**src/rtl/mem_port_arbiter.sv**
```systemverilog
// Shares one single-port synchronous memory between the instruction-fetch and data ports.
// Each access runs IDLE -> ISSUE -> WAIT -> RESP; data wins conflicts unless fetch has starved.
module mem_port_arbiter #(
  parameter int unsigned MEM_LATENCY   = 1,
  parameter int unsigned IF_STARVE_MAX = 4,
  parameter logic [31:0] IF_BASE       = 32'h00400000
) (
  input  logic        clk,
  input  logic        rst,
  input  logic        if_ce_i,
  input  logic [31:0] if_addr_i,
  output logic [31:0] if_data_o,
  output logic        if_ready_o,
  input  logic        d_ce_i,
  input  logic        d_we_i,
  input  logic [3:0]  d_sel_i,
  input  logic [31:0] d_addr_i,
  input  logic [31:0] d_data_i,
  output logic [31:0] d_data_o,
  output logic        d_ready_o,
  output logic        mem_ce_o,
  output logic        mem_we_o,
  output logic [3:0]  mem_sel_o,
  output logic [31:0] mem_addr_o,
  output logic [31:0] mem_data_o,
  input  logic [31:0] mem_data_i,
  output logic        stall_o
);

  localparam int unsigned SW = $clog2(IF_STARVE_MAX + 1);
  localparam logic [SW-1:0] STARVE_MAX = SW'(IF_STARVE_MAX);
  localparam logic [2:0]    LAT        = 3'(MEM_LATENCY);

  typedef enum logic [1:0] {S_IDLE, S_ISSUE, S_WAIT, S_RESP} state_t;

  state_t        state_q, state_d;
  logic          port_q, port_d;   // 1 = data port owns the access
  logic          we_q, we_d;
  logic [3:0]    sel_q, sel_d;
  logic [31:0]   addr_q, addr_d;
  logic [31:0]   wdata_q, wdata_d;
  logic [2:0]    wait_q, wait_d;
  logic [SW-1:0] starve_q, starve_d;
  logic [31:0]   if_data_q, if_data_d;
  logic [31:0]   d_data_q, d_data_d;
  logic          grant_if;

  always_ff @(posedge clk) begin
    if (rst) begin
      state_q   <= S_IDLE;
      port_q    <= 1'b0;
      we_q      <= 1'b0;
      sel_q     <= 4'h0;
      addr_q    <= 32'h0;
      wdata_q   <= 32'h0;
      wait_q    <= 3'd0;
      starve_q  <= '0;
      if_data_q <= 32'h0;
      d_data_q  <= 32'h0;
    end else begin
      state_q   <= state_d;
      port_q    <= port_d;
      we_q      <= we_d;
      sel_q     <= sel_d;
      addr_q    <= addr_d;
      wdata_q   <= wdata_d;
      wait_q    <= wait_d;
      starve_q  <= starve_d;
      if_data_q <= if_data_d;
      d_data_q  <= d_data_d;
    end
  end

  always_comb begin
    state_d   = state_q;
    port_d    = port_q;
    we_d      = we_q;
    sel_d     = sel_q;
    addr_d    = addr_q;
    wdata_d   = wdata_q;
    wait_d    = wait_q;
    starve_d  = starve_q;
    if_data_d = if_data_q;
    d_data_d  = d_data_q;
    grant_if  = 1'b0;
    case (state_q)
      S_IDLE: begin
        if (if_ce_i || d_ce_i) begin
          grant_if = if_ce_i && (!d_ce_i || (starve_q == STARVE_MAX));
          state_d  = S_ISSUE;
          if (grant_if) begin
            port_d   = 1'b0;
            we_d     = 1'b0;
            sel_d    = 4'b1111;
            addr_d   = if_addr_i - IF_BASE;
            starve_d = '0;
          end else begin
            port_d  = 1'b1;
            we_d    = d_we_i;
            sel_d   = d_sel_i;
            addr_d  = d_addr_i;
            wdata_d = d_data_i;
            // Count data grants that made a waiting fetch lose; saturate at the limit.
            if (!if_ce_i)                    starve_d = '0;
            else if (starve_q != STARVE_MAX) starve_d = starve_q + SW'(1);
          end
        end
      end
      S_ISSUE: begin
        state_d = S_WAIT;
        wait_d  = 3'd1;
      end
      S_WAIT: begin
        if (wait_q == LAT) begin
          state_d = S_RESP;
          if (!port_q)    if_data_d = mem_data_i;
          else if (!we_q) d_data_d  = mem_data_i;
        end else begin
          wait_d = wait_q + 3'd1;
        end
      end
      S_RESP:  state_d = S_IDLE;
      default: state_d = S_IDLE;
    endcase
  end

  assign mem_ce_o   = (state_q == S_ISSUE);
  assign mem_we_o   = (state_q == S_ISSUE) && we_q && port_q;
  assign mem_sel_o  = sel_q;
  assign mem_addr_o = addr_q;
  assign mem_data_o = wdata_q;
  assign if_ready_o = (state_q == S_RESP) && !port_q;
  assign d_ready_o  = (state_q == S_RESP) && port_q;
  assign if_data_o  = if_data_q;
  assign d_data_o   = d_data_q;
  assign stall_o    = (if_ce_i && !if_ready_o) || (d_ce_i && !d_ready_o);

endmodule

```
**config.mk**
```make
export PLATFORM = sky130hd
export DESIGN_NAME = mem_port_arbiter
export DESIGN_NICKNAME = d
export VERILOG_FILES = /design/src/rtl/mem_port_arbiter.sv
export SDC_FILE = /design/constraint.sdc
export NUM_CORES = 1
export LEC_CHECK = 0
export CAP_MARGIN = 25
export CORE_AREA = 2 2 166 87
export CTS_BUF_LIST = sky130_fd_sc_hd__clkbuf_4
export DETAILED_ROUTE_END_ITERATION = 8
export DIE_AREA = 0 0 168 89
export PLACE_DENSITY = 0.82
export SYNTH_ARGS = -nofsm -noshare
export SYNTH_HDL_FRONTEND = slang
export SYNTH_SLANG_ARGS = --single-unit
```
**constraint.sdc**
```tcl
create_clock -name clk -period 2.58 [get_ports clk]
set_input_delay 0.516 -clock clk [delete_from_list [all_inputs] [get_ports clk]]
set_output_delay 0.516 -clock clk [all_outputs]
set_load 0.01 [all_outputs]
```
==> flow_metrics.py <==
metrics = {
    "status": {
        "outcome": "finished, final reports clean",
    },
    "worst_setup_path": {
        "critical-path-max-stage-delay_ns": 0.56,
        "worstPathArrival_ns": 1.90,
        "endpoint_kind": "output pin",
        "crit_path_max_fanout": 4,
        "critPathBufInv": 1,
        "crit_family": "buffers and inverters",
        "setup.worst_path.start_class": "register",
        "crit_slowest_cell": "clkdlybuf4s50_1",
        "cp.required_ns": 2.06,
        "crit_chain": "ha_1, and3_1, clkdlybuf4s50_1",
        "reg2reg_setup_slack_ns": 0.35,
        "crit_type": "register to output pin",
    },
    "floorplan": {
        "core_area_um2": 13300,
        "fp.dieW_um": 168,
        "dieArea_um2": 15000,
        "num_rows": 30,
        "io_pins": 274,
        "fp.dieH_um": 89,
        "start_util_pct": 41.8,
    },
    "logic_synthesis": {
        "synth-seq-cells": 142,
        "yosys.area_share.simple_pct": 19.8,
        "synth_cell_types": 43,
        "syn_nets": 858,
        "yosysSeqAreaShare_pct": 51.0,
        "synth_xor_area_share_pct": 0.629,
        "synth_mux_area_share_pct": 0.539,
        "synth_edf_count": 0,
        "synthCells": 712,
        "synth_ff_type": "dfxtp_1",
        "async_flop_share_pct": 0,
        "synth-compound-area-share_pct": 21.5,
        "synth_top_family_by_area": "compound AO/OA/AOI/OAI gates",
        "ys_warn_count": 0,
        "syn_avg_cell_area_um2": 7.83,
        "synthAdderAreaFrac_pct": 2.02,
        "netlist_area_um2": 5570,
    },
    "grt": {
        "first_global_vias": 5765,
        "antenna_found_initial": 0,
        "grt_overflow": 0,
        "grtUsageTotal_pct": 23.4,
        "grt_pass1_wl_um": 28100,
        "grt_max_degree": 49,
    },
    "finish": {
        "antennaDiodeCount": 0,
        "fillers": 1093,
        "syn_to_final_growth_pct": 57.1,
        "ff_latch_area_um2": 2840,
        "nets": 1116,
        "drive_gt1_share_pct": 7.02,
        "multi_input_area_um2": 2500,
        "final_util_pct": 65.7,
    },
    "hold_path": {
        "hp-class": "input port to register",
    },
    "route": {
        "drcViolationCount": 0,
        "drt-initial-drc-count": 379,
        "wirelength_um": 18000,
        "vias_per_cell": 5.15,
        "wl_per_cell_um": 15.6,
        "detail_route.first_pass.iterations": 5,
        "via_count": 5970,
        "ant_nets": 0,
    },
    "cts": {
        "cts_sinks": 142,
        "clk_pin_slew_ns": 0.14,
        "clock_latency_ns": 0.53,
        "cts_tree": "yes",
        "ctsHoldBuffers": 0,
        "cts-root-buf": "clkbuf_4",
        "cts_max_level": 4,
        "clockBufferDepth": 2,
        "numCtsBuffers": 17,
        "postCtsSetupBuffers": 0,
    },
    "timing": {
        "worstMarginPinSlew_ns": 0.740,
        "drv_slew": 0,
        "slew_headroom_pct": 50.7,
        "setup_viol": 0,
        "post-route-period-util_pct": 93.7,
        "tns_ns": 0,
        "fin_skew_ns": 0.0242,
        "rsz0062_at_grt": "false",
        "max_freq_ghz": 0.414,
        "final-hold-violation-count": 0,
        "period_minus_slack_ns": 2.42,
    },
    "pwr": {
        "p_leak_nw": 3.13,
        "p_per_area_nw_per_um2": 707,
        "peakVddDrop_v": 0.000314,
    },
    "flow_run": {
        "cap_violations": 0,
    },
    "place": {
        "dp_hpwl_um": 12700,
        "io_buffers": 273,
        "routabilityCongestion": 0.807,
    },
}
-- layer usage --
| layer | wire (µm) | global-route usage [%] | vias to the layer above |
|---|---|---|---|
| met3 | 1260 | 6.73 | 29 |
| met2 | 9100 | 42.9 | 213 |
| met5 | 0 | 0 | - |
| li1 | - | - | 2918 |
| met1 | 7380 | 27.1 | 2810 |
| met4 | 297 | 7.43 | 0 |
-- cells by family (layout without fill, tap and decap cells) --
kind of cell,Yosys count,in the layout
compound gates,221,221
xor+xnor,4,4
fa+ha+maj,9,9
buf+inv,67,338
flops,142,142
mux,3,3
simple gates,266,266
-- state kept, by name (all words and copies together), names as in the netlist --
register / count
state_q: 2
mem_sel_o: 4
we_q: 1
port_q: 1
if_data_o: 32
mem_addr_o: 32
starve_q: 3
mem_data_o: 32
d_data_o: 32
wait_q: 3
-- cells in the final DEF (no fill, tap or decap), types with 3 or more instances in the layout --
cell type        count
a21oi_1            113
a31oi_1             23
buf_4               22
clkbuf_4            17
clkdlybuf4s50_1    271
clkinv_2             4
clkinvlp_4           6
dfxtp_1            142
ha_1                 9
inv_1               10
mux2i_1              3
nand2_1            218
nand2b_1             4
nand3_1              3
nand4_1              5
nor2_1              14
o21ai_0             69
xnor2_1              3
-- cell usage after synthesis (all sizes together), types with 2 or more instances --
cell type / count / share of area [%]
nand3: 3 / 0.27
nor2b: 3 / 0.34
ha: 9 / 2.0
a21oi: 114 / 10
mux2i: 3 / 0.54
nand2b: 4 / 0.45
and2: 2 / 0.22
nand4: 5 / 0.56
nor2: 15 / 1.0
xnor2: 3 / 0.47
nor3b: 3 / 0.40
or4: 2 / 0.40
buf: 2 / 0.18
or2: 2 / 0.22
nand2: 218 / 15
o21ai: 70 / 6.3
clkbuf: 55 / 3.7
a31oi: 23 / 2.6
dfxtp: 142 / 51
and3: 2 / 0.22
inv: 10 / 0.67
-- path summary, 6_finish.rpt --
check                           depth (start not counted)          from             end
worst max-delay path                                    3    state_q[0]        mem_we_o
worst min-delay path                                    2           rst  mem_data_o[31]
worst max register to register                          6    state_q[0]     d_data_o[0]
worst min register to register                          2  d_data_o[26]    d_data_o[26]
-- power by group --
group          leakage, nW  switching [mW]  internal (mW)
logic                 1.86            1.05           1.14
clock network        0.111           0.853          0.372
registers             1.16           0.206           2.57
total                 3.13            2.11           4.09
-- layout make-up --
cell class | count | share of cell area, %
Sequential cell | 142 | 32.5
Tap cell | 176 | 2.51
Clock buffer | 17 | 1.46
Clock inverter | 15 | 1.13
Inverter | 10 | 0.429
Multi-Input combinational cell | 503 | 28.5
Timing Repair Buffer | 296 | 33.5
-- what timing repair did --
| item | CTS | global route |
|---|---|---|
| hold endpoints to repair | 0 | 0 |
| resized for setup | 0 | 1 |
| endpoints found under the setup margin | 0 | 1 |
-- worst reg2reg max path: stages, from the launching register on --
cell	delay [ns]
dfxtp_1	0.37
inv_1	0.10
ha_1	0.30
nand3b_1	0.23
or3b_2	0.84
nand2_1	0.17
a21oi_1	0.09
-- stage by stage --
step / total power, mW / cells / setup WS [ns] / instance area [µm²] / hold WS [ns]
after floorplan: 3.77 / 712 / 0.587 / 5570 / 0.449
after detailed placement: 5.01 / 1127 / 0.0709 / 8530 / 0.447
after CTS: 6.23 / 1159 / 0.0510 / 8750 / 0.353
after global placement: 4.95 / 1127 / 0.110 / 8530 / 0.441
final: 6.20 / 1159 / 0.163 / 8760 / 0.382
after global routing: 6.55 / 1159 / 0.0550 / 8760 / 0.348
No activity file was read; power rests on OpenSTA's default activity.
